## src/rtl/rv_muldiv.sv

```systemverilog
// rv_muldiv: iterative RISC-V M-extension multiply/divide unit.
// Define RV_MULDIV_FAST_MUL_EN to compute the multiply ops with a single-cycle multiplier.
module rv_muldiv #(
    parameter int XLEN = 32
) (
    input  logic            clk,
    input  logic            reset_n,
    input  logic            start,
    input  logic [2:0]      op,
    input  logic [XLEN-1:0] a,
    input  logic [XLEN-1:0] b,
    input  logic [4:0]      rd_in,
    input  logic            flush,
    output logic            busy,
    output logic            done,
    output logic [4:0]      rd,
    output logic [XLEN-1:0] c
);
    localparam int CW = $clog2(XLEN);
    typedef enum logic [1:0] {IDLE, CALC, FIX, DONE} state_t;
    state_t state, state_nx;
    logic [CW-1:0] cnt;
    logic [2:0] op_q;
    logic [4:0] rd_q;
    logic [XLEN-1:0] a_q, b_q;
    logic [2*XLEN-1:0] acc, acc_init, mul_nx, div_nx, prod;
    logic neg_q, rem_neg_q, zero_q, ovf_q;
    logic a_sgn, b_sgn, a_neg, b_neg, div_zero, div_ovf, fast, accept, ge;
    logic [XLEN-1:0] a_mag, b_mag, dif, quo, rem, res;
    logic [XLEN:0] sum, top;

    // Operands are processed as magnitudes; the sign is restored in FIX.
    assign a_sgn    = op[2] ? ~op[0] : (op[1:0] == 2'd1 || op[1:0] == 2'd2);
    assign b_sgn    = op[2] ? ~op[0] : (op[1:0] == 2'd1);
    assign a_neg    = a_sgn & a[XLEN-1];
    assign b_neg    = b_sgn & b[XLEN-1];
    assign a_mag    = a_neg ? -a : a;
    assign b_mag    = b_neg ? -b : b;
    assign div_zero = op[2] & (b == '0);
    assign div_ovf  = op[2] & ~op[0] & (a == {1'b1, {(XLEN-1){1'b0}}}) & (&b);
    assign accept   = state == IDLE && start && !flush;

`ifdef RV_MULDIV_FAST_MUL_EN
    assign fast     = ~op[2];
    assign acc_init = op[2] ? {{XLEN{1'b0}}, a_mag} : {{XLEN{1'b0}}, a_mag} * {{XLEN{1'b0}}, b_mag};
`else
    assign fast     = 1'b0;
    assign acc_init = {{XLEN{1'b0}}, a_mag};
`endif

    // Shift-add: multiplier sits in the low half and is consumed LSB first.
    assign sum    = {1'b0, acc[2*XLEN-1:XLEN]} + (acc[0] ? {1'b0, b_q} : '0);
    assign mul_nx = {sum, acc[XLEN-1:1]};

    // Restoring divide: partial remainder in the high half, quotient shifts into the low half.
    assign top    = acc[2*XLEN-1:XLEN-1];
    assign ge     = top >= {1'b0, b_q};
    assign dif    = top[XLEN-1:0] - b_q;
    assign div_nx = ge ? {dif, acc[XLEN-2:0], 1'b1} : {acc[2*XLEN-2:0], 1'b0};

    assign prod = neg_q ? -acc : acc;
    assign quo  = neg_q ? -acc[XLEN-1:0] : acc[XLEN-1:0];
    assign rem  = rem_neg_q ? -acc[2*XLEN-1:XLEN] : acc[2*XLEN-1:XLEN];
    assign res  = ~op_q[2] ? (op_q[1:0] == 2'd0 ? prod[XLEN-1:0] : prod[2*XLEN-1:XLEN])
                : ~op_q[1] ? (zero_q ? '1 : ovf_q ? a_q : quo)
                :            (zero_q ? a_q : ovf_q ? '0 : rem);

    always_comb begin
        state_nx = state;
        busy     = state == CALC || state == FIX;
        done     = state == DONE;
        case (state)
            IDLE:    state_nx = accept ? ((div_zero || div_ovf || fast) ? FIX : CALC) : IDLE;
            CALC:    state_nx = cnt == CW'(XLEN-1) ? FIX : CALC;
            FIX:     state_nx = DONE;
            default: state_nx = IDLE;
        endcase
        if (flush) state_nx = IDLE;
    end

    always_ff @(posedge clk) begin
        if (!reset_n) begin
            state <= IDLE;
            cnt   <= '0;
            c     <= '0;
            rd    <= '0;
        end else begin
            state <= state_nx;
            cnt   <= (state == CALC && state_nx == CALC) ? cnt + 1'b1 : '0;
            if (state == FIX && state_nx == DONE) begin
                c  <= res;
                rd <= rd_q;
            end
        end
    end

    always_ff @(posedge clk) begin
        if (accept) begin
            op_q      <= op;
            rd_q      <= rd_in;
            a_q       <= a;
            b_q       <= b_mag;
            acc       <= acc_init;
            neg_q     <= a_neg ^ b_neg;
            rem_neg_q <= a_neg;
            zero_q    <= div_zero;
            ovf_q     <= div_ovf;
        end else if (state == CALC) begin
            acc <= op_q[2] ? div_nx : mul_nx;
        end
    end
endmodule

```

## config.mk

```make
export PLATFORM = sky130hd
export DESIGN_NAME = rv_muldiv
export DESIGN_NICKNAME = d
export VERILOG_FILES = /design/src/rtl/rv_muldiv.sv
export SDC_FILE = /design/constraint.sdc
export NUM_CORES = 1
export LEC_CHECK = 0
export ABC_CLOCK_PERIOD_IN_PS = 5400
export BUFFER_PORTS_ARGS = -buffer_cell sky130_fd_sc_hd__buf_2
export CORE_ASPECT_RATIO = 0.5
export CORE_UTILIZATION = 50
export CTS_BUF_LIST = sky130_fd_sc_hd__clkbuf_8
export DETAILED_ROUTE_END_ITERATION = 6
export PLACE_DENSITY = 0.7
export SETUP_SLACK_MARGIN = 0.2
export SYNTH_ARGS = -nofsm -noshare
export SYNTH_HDL_FRONTEND = slang
export SYNTH_SLANG_ARGS = --single-unit
```

## constraint.sdc

```tcl
create_clock -name clk -period 5.4 [get_ports clk]
set_input_delay 0.27 -clock clk [delete_from_list [all_inputs] [get_ports clk]]
set_output_delay 0.27 -clock clk [all_outputs]
set_load 0.02 [all_outputs]
```

======== Word level (Yosys, flattened, before mapping) ========
Index checks and enable logic that the tools add are counted.
W data, S select, Z words.
word-level totals
  output and inout bits ................... 39
  flip-flop bits (word level) ............. 184
  logic and storage cells ................. 78
  input port bits ......................... 76
operators by class
  $add $sub $neg .......................... 8
  eq/ne operators ......................... 9
  mux-type cells .......................... 24
  reduce and logical (&&, ||, !) cells .... 14
  bitwise gates (word level) .............. 8
  magnitude comparators ................... 1
operators by type and width
  cell                    count
  $mux W32                14
  $mux W64                3
  $neg A32 Y32            4
  $neg A64 Y64            1
  $add A32 B32 Y33        1
  $ge A33 B32 Y1          1
  $eq A32 B32 Y1 const B  1
  $logic_not A32 Y1       1
  $reduce_and A32 Y1      1
  $sub A32 B32 Y32        1
  $eq A2 B2 Y1 const B    4
  $mux W2                 4
  $and A1 B1 Y1           6
  $eq A2 B1 Y1 const B    3
  $pmux W2 S3             1
  $add A5 B1 Y5 const B   1
  $eq A5 B5 Y1 const B    1
  $logic_and A1 B1 Y1     4
  $logic_not A2 Y1        2
  $logic_or A1 B1 Y1      3
  $mux W1                 2
  $reduce_and A2 Y1       1
  $reduce_bool A2 Y1      1
  $logic_not A1 Y1        1
  other kinds (2)         2

======== Depth between registers and ports, before layout ========
  depth in word-level cells ............... 12
  gate-level depth with buffers ........... 16
  gate-level depth less buffers ........... 14

======== Worst setup path before layout ========
OpenSTA, ideal clock, no wires.
  kind .................................... register to register
  start ................................... register state[0]
  end ..................................... register acc[1] (data pin)
  data required time ...................... 5.010 ns
  cell stages (with the launch flop) ...... 10
  slack ................................... 1.328 ns
  library setup time ...................... 0.390 ns
  period minus slack after synthesis ...... 4.072 ns
  path buffers ............................ 3
  arrival time ............................ 3.682 ns
  cell sequence ........................... dfxtp_1 > inv_1 > ha_1 > nand2_1 > or2_2 > clkbuf_1 > inv_1 > clkbuf_1 > clkbuf_1 > a31oi_1
on the way
  longest elaborated chain between the ends .. 4
ends and longest elaborated chain
  item                              line  text
  from (decl)                       21    state_t state, state_nx;
  from (signal assigned)            88    state <= state_nx;
  $logic_not A2 Y1                  41    assign accept = state == IDLE && start && !flush;
  $logic_and A1 B1 Y1 (2 in a row)  41
  named net accept                  28    logic a_sgn, b_sgn, a_neg, b_neg, div_zero, div_ovf, fast, accept, ge;
  $mux W32                          98    if (accept) begin
  to (signal assigned)              103   acc <= acc_init;
  to (signal assigned)              109   acc <= op_q[2] ? div_nx : mul_nx;
  to (decl)                         26    logic [2*XLEN-1:0] acc, acc_init, mul_nx, div_nx, prod;
The timed path passes the listed nets, and every way through them passes these cells.
A chain may end at the register's enable or synchronous reset.

======== Worst setup path in the final report ========
  start ................................... register acc[0]
  end ..................................... register c[18]
on the way
  longest elaborated chain between the ends .. 6
  elaborated cells on any way between the ends .. 9
  classes of those cells .................. 2 x add/sub; 7 x mux
ends and longest elaborated chain
  item                   line  text
  $neg A32 Y32           62    assign quo = neg_q ? -acc[XLEN-1:0] : acc[XLEN-1:0];
  $mux W32               62
  $mux W32 (3 in a row)  65    : ~op_q[1] ? (zero_q ? '1 : ovf_q ? a_q : quo)
  $mux W32 *             64    assign res = ~op_q[2] ? (op_q[1:0] == 2'd0 ? prod[XLEN-1:0] : prod[2*XLEN-1:XLEN])
  to (signal assigned)   91    c <= res;
  to (decl)              17    output logic [XLEN-1:0] c
Every way passes the cells marked *; elsewhere a longest branch is shown, timed or not.

==> results.json <==
{
  "outcome": "finished with violations",
  "violations": "design-rule violations",
  "powerDensity_nw_per_um2": 239,
  "r2r_start": "acc[0]",
  "yosysSeqAreaShare_pct": 31.6,
  "whs_path_depth": 1,
  "start_util_pct": 51.4,
  "ant_nets": 0,
  "drc": 3,
  "max_cap_violations": 0,
  "io_buffers": 114,
  "period_minus_slack_ns": 4.38,
  "setup_viol": 0,
  "cts_tree": "done",
  "routed_via_density": 6.27,
  "wl_per_cell_um": 21.2,
  "min-delay-start": "a[18]",
  "cp_data_required_time_ns": 5.80,
  "worstSetupEndpointType": "register",
  "syn_area_um2": 15100,
  "relSlewSlack_pct": 19.1,
  "synth_common_cells": "219 x o21ai_0, 199 x nand2_1, 167 x nor2_1, 156 x a21oi_1, 108 x edfxtp_1",
  "p_total_w": 0.00401,
  "finClkSkew_ns": 0.0214,
  "pre_cts_ws_ns": 1.17,
  "rows": 44,
  "syn_to_final_growth_pct": 11.1,
  "numCtsBuffers": 17,
  "h-tree-depth": 4,
  "yosys.cell_types.count": 74,
  "max_freq_mhz": 228,
  "min_path_type": "in2reg",
  "rsz0062_at_grt": "false",
  "synth_area_leaders": "edfxtp_1 22%, dfxtp_1 10%, o21ai_0 7.3%",
  "finalWorstSetupSlack_ns": 1.02,
  "place_congestion": 0.954,
  "startpoint": "acc[0]",
  "holdWs_ns": 0.0142,
  "grt_overflow": 0,
  "cts.sinks": 184,
  "routed_wl_um": 49900,
  "avgSynthCellArea_um2": 8.09,
  "tightest_slew_ns": 1.21,
  "synth-edff-count": 108,
  "finalCritPeriodShare_pct": 81.2,
  "postSynthCellCount": 1863,
  "crit_end": "c[18]",
  "coreArea_um2": 29300,
  "antenna_found_initial": 1,
  "clock_latency_ns": 0.53,
  "grt_pass1_vias": 13700,
  "dpl.hpwl_um": 36100,
  "final_nets": 2107,
  "grt_max_degree": 80,
  "synth.most_common_cell": "o21ai_0",
  "synth_ff_type": "edfxtp_1",
  "crit_path_start_kind": "register",
  "worst_ep_arrival_time_ns": 4.78,
  "synth.top_cell.area_share_pct": 21.5,
  "p_leak_nw": 6.92,
  "clockBufferDepth": 2,
  "async_flop_share_pct": 0,
  "track_usage_pct": 32.3,
  "r2r_end": "c[18]",
  "path_max_fanout": 15,
  "ctsResizeCount": 0,
  "ios": 115,
  "die_h_um": 125,
  "peakVddDrop_uv": 196,
  "dieArea_um2": 30900,
  "crit_type": "reg2reg",
  "reg2reg_slack_ns": 1.02,
  "path_clk_slew_ns": 0.11,
  "slew_viol_final": 0,
  "fin_cells": 2358,
  "drtPass1Iterations": 7,
  "syn-num-nets": 2017,
  "clock-root-buffer": "clkbuf_8",
  "report.final.hold_viol_count": 0,
  "dp_cells": 2286,
  "vias": 14800,
  "die_x_um": 247,
  "drt-initial-drc-count": 1837,
  "r2r_cells": 13,
  "final_layout_size_suffix_gt1_share_pct": 10.5,
  "tns_ns": 0,
  "ys_warn_count": 0,
  "grt_pass1_wl_um": 77200,
  "synth_top_cell_by_area": "edfxtp_1",
  "ys_seq_elements": 184
}
-- cell families (layout without fill, tap and decap cells) --
group / count (synthesis) / count (layout) / share of synthesized area (%)
xor+xnor: 204 / 204 / 11.9
flops: 184 / 184 / 31.6
simple gates: 552 / 552 / 16.8
other cells: 0 / 1 / 0
buf+inv: 183 / 286 / 4.58
mux: 53 / 53 / 3.60
compound gates: 609 / 609 / 24.9
fa+ha+maj: 78 / 78 / 6.58
-- worst max-delay path, stage by stage, from the launching register on --
cell      delay (ns)
edfxtp_1        0.49
inv_1           0.49
ha_1            0.34
nand2b_1        0.14
or4_1           0.62
nor2_1          0.19
nand2_1         0.14
or4_1           0.70
or2_2           0.42
o21ai_0         0.21
xor2_1          0.18
a21oi_1         0.09
nor3_1          0.17
nor3_1          0.07
-- layout by cell type, fill, tap and decap left out, types with 18 or more instances in the layout --
master,count
a21oi_1,156
edfxtp_1,108
o31ai_1,27
ha_1,76
nand2b_1,18
nor3_1,40
a21o_1,31
nor2_1,167
o21ai_0,219
buf_4,26
xor2_1,98
buf_2,114
dfxtp_1,76
clkbuf_8,18
nand4_1,21
dlygate4sd3_1,39
mux2i_1,44
inv_1,74
xnor2_1,106
nand3_1,19
nand2_1,199
a211oi_1,28
-- report_power, final --
part | internal, W | leakage (nW) | switching [W]
clock | 0.000475 | 0.220 | 0.000590
sequential | 0.00158 | 1.63 | 0.000133
combinational | 0.000485 | 5.06 | 0.000746
total | 0.00254 | 6.92 | 0.00147
-- cell type report --
cell class                 count  area, um2
multi-input combinational   1496       9620
clock inverter                14        173
timing repair buffer         179       1160
fill                        2751      12600
tap                          391        489
antenna                        1       2.50
clock buffer                  18        248
inverter                      75        284
sequential                   184       4760
-- per-stage QoR --
step           utilization (%)  instance area [um2]
3_5_place_dp              54.4                15900
4_1_cts                   57.1                16700
6_report                  57.1                16700
3_3_place_gp              54.4                15900
2_1_floorplan                -                15100
5_1_grt                   57.1                16700
-- per-layer routing --
layer | track usage, % | wire length (um) | vias to the layer above
li1 | - | - | 6974
met5 | 1.47 | 22 | -
met2 | 47.2 | 21400 | 695
met4 | 9.92 | 1210 | 2
met1 | 46.5 | 22300 | 7035
met3 | 7.80 | 4950 | 90
-- flip-flops by register name, indices dropped and copies added, names as in the netlist --
register   count
a_q           32
acc           64
zero_q         1
b_q           32
op_q           3
cnt            5
state          2
neg_q          1
rd_q           5
rd             5
rem_neg_q      1
ovf_q          1
c             32
-- worst min-delay path by stage --
stage,to
CTS,a_q[18]
detailed placement,rd[2]
global route,a_q[7]
finish,a_q[18]
floorplan,a_q[0]
global placement,cnt[0]
-- what timing repair did --
action | in CTS | in global routing
hold endpoints to repair | 39 | 0
setup buffers | 0 | 0
hold buffers | 39 | 0
No activity file was read; power rests on OpenSTA's default activity.
